## src/rtl/ram_sched.sv

```systemverilog
// Two-requester scheduler (packet-decoder host and AES engine) for a single-port
// synchronous RAM. Round-robin arbitration with a bounded AES lock for key/state bursts.
module ram_sched #(
    parameter int LOCK_MAX = 16,
    parameter int AW       = 7,
    parameter int DW       = 32
) (
    input  logic          clk,
    input  logic          rst,
    input  logic          host_req,
    input  logic          host_we,
    input  logic [AW-1:0] host_addr,
    input  logic [DW-1:0] host_wdata,
    output logic          host_ack,
    output logic          host_rvalid,
    output logic [DW-1:0] host_rdata,
    input  logic          aes_req,
    input  logic          aes_we,
    input  logic [AW-1:0] aes_addr,
    input  logic [DW-1:0] aes_wdata,
    input  logic          aes_lock,
    output logic          aes_ack,
    output logic          aes_rvalid,
    output logic [DW-1:0] aes_rdata,
    output logic          ram_en,
    output logic          ram_we,
    output logic [AW-1:0] ram_addr,
    output logic [DW-1:0] ram_wdata,
    input  logic [DW-1:0] ram_rdata,
    output logic          busy
);

    localparam int LCW = $clog2(LOCK_MAX + 1);

    typedef enum logic [1:0] {
        IDLE    = 2'd0,
        ISSUE   = 2'd1,
        CAPTURE = 2'd2
    } state_t;

    state_t          state_reg, state_next;
    logic            last_aes_reg, last_aes_next;
    logic [LCW-1:0]  lock_cnt_reg, lock_cnt_next;
    logic            sel_aes_reg, sel_aes_next;
    logic            ram_en_reg, ram_en_next;
    logic            ram_we_reg, ram_we_next;
    logic [AW-1:0]   ram_addr_reg, ram_addr_next;
    logic [DW-1:0]   ram_wdata_reg, ram_wdata_next;
    logic            busy_reg, busy_next;

    logic            grant;
    logic            grant_aes;
    logic            grant_host;
    logic            aes_keep;
    logic            capture;
    logic            win_we;
    logic [1:0]      grant_vec;

    // AES keeps the RAM only while it was the last winner, asks for the lock,
    // and has not yet used up its burst allowance.
    assign aes_keep   = last_aes_reg && aes_lock && (lock_cnt_reg < LCW'(LOCK_MAX));
    assign grant      = (state_reg == IDLE) && (host_req || aes_req);
    assign grant_aes  = grant && aes_req && (!host_req || aes_keep || !last_aes_reg);
    assign grant_host = grant && host_req && !grant_aes;
    assign grant_vec  = {grant_aes, grant_host};
    assign win_we     = grant_aes ? aes_we : host_we;
    assign capture    = (state_reg == CAPTURE);

    // State and shared datapath registers
    always_ff @(posedge clk) begin
        if (!rst) begin
            state_reg     <= IDLE;
            last_aes_reg  <= 1'b1;
            lock_cnt_reg  <= '0;
            sel_aes_reg   <= 1'b0;
            ram_en_reg    <= 1'b0;
            ram_we_reg    <= 1'b0;
            ram_addr_reg  <= '0;
            ram_wdata_reg <= '0;
            busy_reg      <= 1'b0;
        end else begin
            state_reg     <= state_next;
            last_aes_reg  <= last_aes_next;
            lock_cnt_reg  <= lock_cnt_next;
            sel_aes_reg   <= sel_aes_next;
            ram_en_reg    <= ram_en_next;
            ram_we_reg    <= ram_we_next;
            ram_addr_reg  <= ram_addr_next;
            ram_wdata_reg <= ram_wdata_next;
            busy_reg      <= busy_next;
        end
    end

    // Next-state logic
    always_comb begin
        state_next = state_reg;
        case (state_reg)
            IDLE:    if (grant) state_next = ISSUE;
            ISSUE:   state_next = ram_we_reg ? IDLE : CAPTURE;
            CAPTURE: state_next = IDLE;
            default: state_next = IDLE;
        endcase
    end

    // Next values for the registered outputs and arbitration history
    always_comb begin
        last_aes_next  = last_aes_reg;
        lock_cnt_next  = lock_cnt_reg;
        sel_aes_next   = sel_aes_reg;
        ram_en_next    = 1'b0;
        ram_we_next    = 1'b0;
        ram_addr_next  = ram_addr_reg;
        ram_wdata_next = ram_wdata_reg;
        busy_next      = (state_next != IDLE);
        if (grant) begin
            ram_en_next    = 1'b1;
            ram_we_next    = win_we;
            ram_addr_next  = grant_aes ? aes_addr  : host_addr;
            ram_wdata_next = grant_aes ? aes_wdata : host_wdata;
            sel_aes_next   = grant_aes;
            last_aes_next  = grant_aes;
            if (grant_aes && aes_lock) begin
                if (lock_cnt_reg != LCW'(LOCK_MAX))
                    lock_cnt_next = lock_cnt_reg + LCW'(1);
            end else begin
                lock_cnt_next = '0;
            end
        end
    end

    // Per-requester return path: index 0 is the host, index 1 is AES.
    logic [1:0]    ack_vec;
    logic [1:0]    rvalid_vec;
    logic [DW-1:0] rdata_arr [2];

    genvar gi;
    generate
        for (gi = 0; gi < 2; gi++) begin : g_port
            localparam logic IS_AES = (gi == 1);
            logic          ack_reg;
            logic          rvalid_reg;
            logic [DW-1:0] rdata_reg;
            logic          mine;

            assign mine = capture && (sel_aes_reg == IS_AES);

            always_ff @(posedge clk) begin
                if (!rst) begin
                    ack_reg    <= 1'b0;
                    rvalid_reg <= 1'b0;
                    rdata_reg  <= '0;
                end else begin
                    ack_reg    <= grant_vec[gi];
                    rvalid_reg <= mine;
                    if (mine)
                        rdata_reg <= ram_rdata;
                end
            end

            assign ack_vec[gi]    = ack_reg;
            assign rvalid_vec[gi] = rvalid_reg;
            assign rdata_arr[gi]  = rdata_reg;
        end
    endgenerate

    assign host_ack    = ack_vec[0];
    assign aes_ack     = ack_vec[1];
    assign host_rvalid = rvalid_vec[0];
    assign aes_rvalid  = rvalid_vec[1];
    assign host_rdata  = rdata_arr[0];
    assign aes_rdata   = rdata_arr[1];
    assign ram_en      = ram_en_reg;
    assign ram_we      = ram_we_reg;
    assign ram_addr    = ram_addr_reg;
    assign ram_wdata   = ram_wdata_reg;
    assign busy        = busy_reg;

endmodule

```

## config.mk

```make
export PLATFORM = sky130hd
export DESIGN_NAME = ram_sched
export DESIGN_NICKNAME = d
export VERILOG_FILES = /design/src/rtl/ram_sched.sv
export SDC_FILE = /design/constraint.sdc
export NUM_CORES = 1
export LEC_CHECK = 0
export ABC_AREA = 1
export ABC_CLOCK_PERIOD_IN_PS = 1400
export CAP_MARGIN = 20
export CORE_ASPECT_RATIO = 0.6
export CORE_MARGIN = 5
export CORE_UTILIZATION = 40
export CTS_CLUSTER_SIZE = 12
export DETAILED_ROUTE_END_ITERATION = 6
export PLACE_DENSITY_LB_ADDON = 0.2
export SYNTH_ARGS = -nofsm -noshare
export SYNTH_HDL_FRONTEND = slang
export SYNTH_SLANG_ARGS = --single-unit
```

## constraint.sdc

```tcl
create_clock -name clk -period 1.4 [get_ports clk]
set_clock_uncertainty 0.05 [all_clocks]
set_input_delay 0.14 -clock clk [delete_from_list [all_inputs] [get_ports clk]]
set_output_delay 0.14 -clock clk [all_outputs]
set_load 0.1 [all_outputs]
```

==> PnR_summary.wiki <==
{| class="wikitable"
! Metric !! Value
|-
| Setup slack on the worst flop-to-flop path || -0.19 ns
|-
| Number of standard cells after synthesis || 585
|-
| Worst hold margin || 0.245 ns
|-
| Drt first pass iters || 5
|-
| Minimum clock period after layout || 1.59 ns
|-
| Deepest clock path buffer count || 2
|-
| Number of antenna cells inserted || 0
|-
| FP Rows || 31
|-
| Data arrival time of the worst path || 1.82 ns
|-
| Number of global-route vias before repair || 5066
|-
| Clock transition at the registers of the reported paths || 0.06 ns
|-
| H-Tree Depth || 4
|-
| Unrepaired setup endpoints after global routing || true
|-
| Post-synthesis to final-layout area growth || 101%
|-
| Worst hold path cell count || 3
|-
| Largest net degree at the start of global routing || 108
|-
| Clock power share || 0.358
|-
| Die Height || 94.8 um
|-
| Post-synthesis net count || 704
|-
| Number of buffers and inverters on the critical path || 5
|-
| Wire per inst || 19.1 um
|-
| Total number of clock tree sinks || 119
|-
| Post-placement setup slack || -0.527 ns
|-
| Cell leakage power || 3.69 nW
|-
| Ranking of synthesized cells by area || sky130_fd_sc_hd__dfxtp_1 50%, sky130_fd_sc_hd__o21ai_2 7.1%, sky130_fd_sc_hd__a21oi_1 7.1%
|-
| Worst R2R Path Depth || 8
|-
| Kind of cell with the highest combined delay on the critical path || buffers and inverters
|-
| CP dominant cell by count || sky130_fd_sc_hd__buf_6
|-
| Remaining DRCs || 0
|-
| Stages on worst setup path || 8
|-
| Final period util || 1.13
|-
| End point of the critical path || host_rdata[7]
|-
| RePlAce Congestion || 0.838
|-
| Critical-path maximum fanout || 16
|-
| Commonest non-fill, non-tap cell in the layout || sky130_fd_sc_hd__buf_12
|-
| Final count of negative-setup-slack endpoints || 80
|-
| Worst-case setup margin in the final layout || -0.188 ns
|-
| Via density per instance || 5.12
|-
| Hold Fails Final Rpt || 0
|-
| Total routing resource utilization after global routing || 0.239
|-
| Largest stage delay, worst path || 0.34 ns
|-
| Switch share || 0.351
|-
| Kind of critical path || flip-flop to flip-flop
|-
| Critical hold path startpoint || rst
|-
| Netlist cell types || 27
|-
| Sort of element at the end of the critical path || flip-flop
|-
| Detailed-placement wirelength estimate || 11.8 mm
|-
| Number of top-level pins || 227
|-
| Initial antenna violation count || 0
|-
| Port-buffer cells || 226
|-
| Top achievable clock speed || 0.630 GHz
|-
| Drt total wl || 19.5 mm
|-
| Violated checks || setup timing
|-
| Critical path launch point || state_reg[0]
|-
| Highest-delay cell along the critical path || sky130_fd_sc_hd__dfxtp_4
|-
| Filler Cells Inserted || 703
|-
| Part of the power in registers || 0.313
|-
| Mean instance size in the synthesized netlist || 8.19 um^2
|-
| Yosys Warn Count || 0
|-
| Relative slew margins || 0.721
|-
| Cell internal power dissipation || 8.06 mW
|-
| Critical Path RT || 1.63 ns
|-
| Worst voltage drop across the vdd grid || 846 uV
|-
| Status || finished, violations left
|-
| Power density normalized to cell area || 1290 mW/mm^2
|-
| Yosys top cell area share || 0.497
|-
| R2R Path Start || state_reg[0]
|-
| Max-slew violation count || 0
|-
| First-pass GRT wire length || 26.6 mm
|-
| Post-CTS Hold Buffers || 0
|-
| CP Cell Sequence || buf_6 > inv_6 > buf_4 > nand3b_1 > buf_6 > clkbuf_16 > o21ai_0 > a21oi_2
|-
| Area of the core || 0.0119 mm^2
|-
| Final net count || 960
|-
| Clock latency at the later pin of the worst-skew pair || 0.40 ns
|-
| Total design power || 12.4 mW
|-
| Floorplan die area || 0.0143 mm^2
|-
| Routed via count || 5216
|-
| Kind of path behind the tightest hold check || input port to flip-flop
|-
| Max capacitance violation total || 0
|-
| Proportion of layout cells with a drive suffix above 1 || 0.322
|-
| Combinational share of power || 0.329
|-
| Number of DRC violations after detailed-routing iteration 0 || 327
|-
| Sequential share of the synthesized area || 0.497
|-
| Effective utilization at floorplan || 0.402
|-
| Most area-hungry cell type in the Yosys netlist || sky130_fd_sc_hd__dfxtp_1
|-
| Most frequent cells in the layout || 124 x sky130_fd_sc_hd__buf_12, 116 x sky130_fd_sc_hd__dfxtp_1, 115 x sky130_fd_sc_hd__clkdlybuf4s50_1
|-
| Post-synthesis sequential element count || 119
|-
| Width of the die || 151 um
|-
| Pin slew with the least headroom to its limit || 0.418 ns
|-
| Clock tree from TritonCTS || yes
|-
| CP startpoint kind || flip-flop
|-
| Synthesized area || 0.00479 mm^2
|-
| Antenna violation net count after detailed routing || 0
|-
| Overall overflow remaining after global route || 0
|-
| Capture point of the worst reg-to-reg path || host_rdata[7]
|-
| Root buffer cell || sky130_fd_sc_hd__clkbuf_16
|-
| Switching Power || 4.35 mW
|-
| Number of clock buffers inserted by TritonCTS || 17
|}
[worst min-delay path by stage]
| stage | to | slack (ns) |
|---|---|---|
| 3_5_place_dp | aes_rdata[28] | 0.42 |
| 5_1_grt | last_aes_reg | 0.27 |
| 6_report | last_aes_reg | 0.24 |
| 4_1_cts | last_aes_reg | 0.22 |
| 3_3_place_gp | last_aes_reg | 0.39 |
| 2_1_floorplan | ram_we | 0.22 |
[tightest hold or removal path, delay by kind of cell]
kind,cells,cell delay (ns)
buf+inv,2,0.37
simple gates,1,0.13
[power by group through the flow]
stage / sequential, mW / clock, mW / combinational (mW)
global placement: 3.94 / 0 / 3.61
detailed placement: 3.95 / 0 / 3.67
finish: 3.88 / 4.44 / 4.09
CTS: 3.88 / 4.49 / 3.93
floorplan: 5.37 / 0 / 0.667
global route: 3.91 / 4.64 / 4.22
[per-layer routing]
| metal | track usage | wire [um] |
|---|---|---|
| met2 | 0.411 | 9450 |
| met1 | 0.287 | 7930 |
| met4 | 0.0799 | 476 |
| met3 | 0.0715 | 1620 |
| met5 | 0 | 0 |
[layout make-up]
type                    count  area, um^2  share of cell area
clock buffers              17         425              0.0443
inverters                  80         315              0.0328
clock inverters            15         179              0.0186
flip-flops and latches    119        2390               0.249
repair buffers            276        4080               0.425
well taps                 165         206              0.0215
multi-input cells         347        2010               0.209
[Yosys cell counts, drive strengths merged]
| cell type | count |
|---|---|
| nand4 | 3 |
| nor2 | 60 |
| xor2 | 3 |
| and3 | 1 |
| a21oi | 68 |
| buf | 29 |
| nand3b | 2 |
| nand3 | 43 |
| ha | 2 |
| o21ai | 144 |
| clkbuf | 13 |
| inv | 80 |
| nand2 | 18 |
| dfxtp | 119 |
[metrics by stage]
step / TNS (ns) / area [um^2] / instances / utilization
global route: -10.30 / 9610 / 1019 / 0.807
global placement: -14.85 / 8330 / 952 / 0.699
finish: -5.78 / 9610 / 1019 / 0.807
CTS: -0.550 / 9300 / 1006 / 0.781
floorplan: 0 / 4790 / 585 / -
detailed placement: -18.56 / 8330 / 952 / 0.699
[timing repair]
| action | 4_1_cts | 5_1_grt |
|---|---|---|
| endpoints found under the setup margin | 47 | 92 |
| pin swaps | 14 | 19 |
| cloned | 6 | 6 |
| buffers inserted | 17 | 7 |
| gates resized for setup | 25 | 40 |
[cell families (layout without fill, tap and decap cells)]
group                    count (synthesis)  after routing  synth area share
adder cells (fa/ha/maj)                  2              2           0.00522
AO/OA/AOI/OAI                          212            212             0.254
XOR/XNOR                                 3              3           0.00548
flip-flops                             119            119             0.497
AND/OR/NAND/NOR                        127            130             0.124
buffers and inverters                  122            388             0.114
Power figures use the tool's default switching activity.
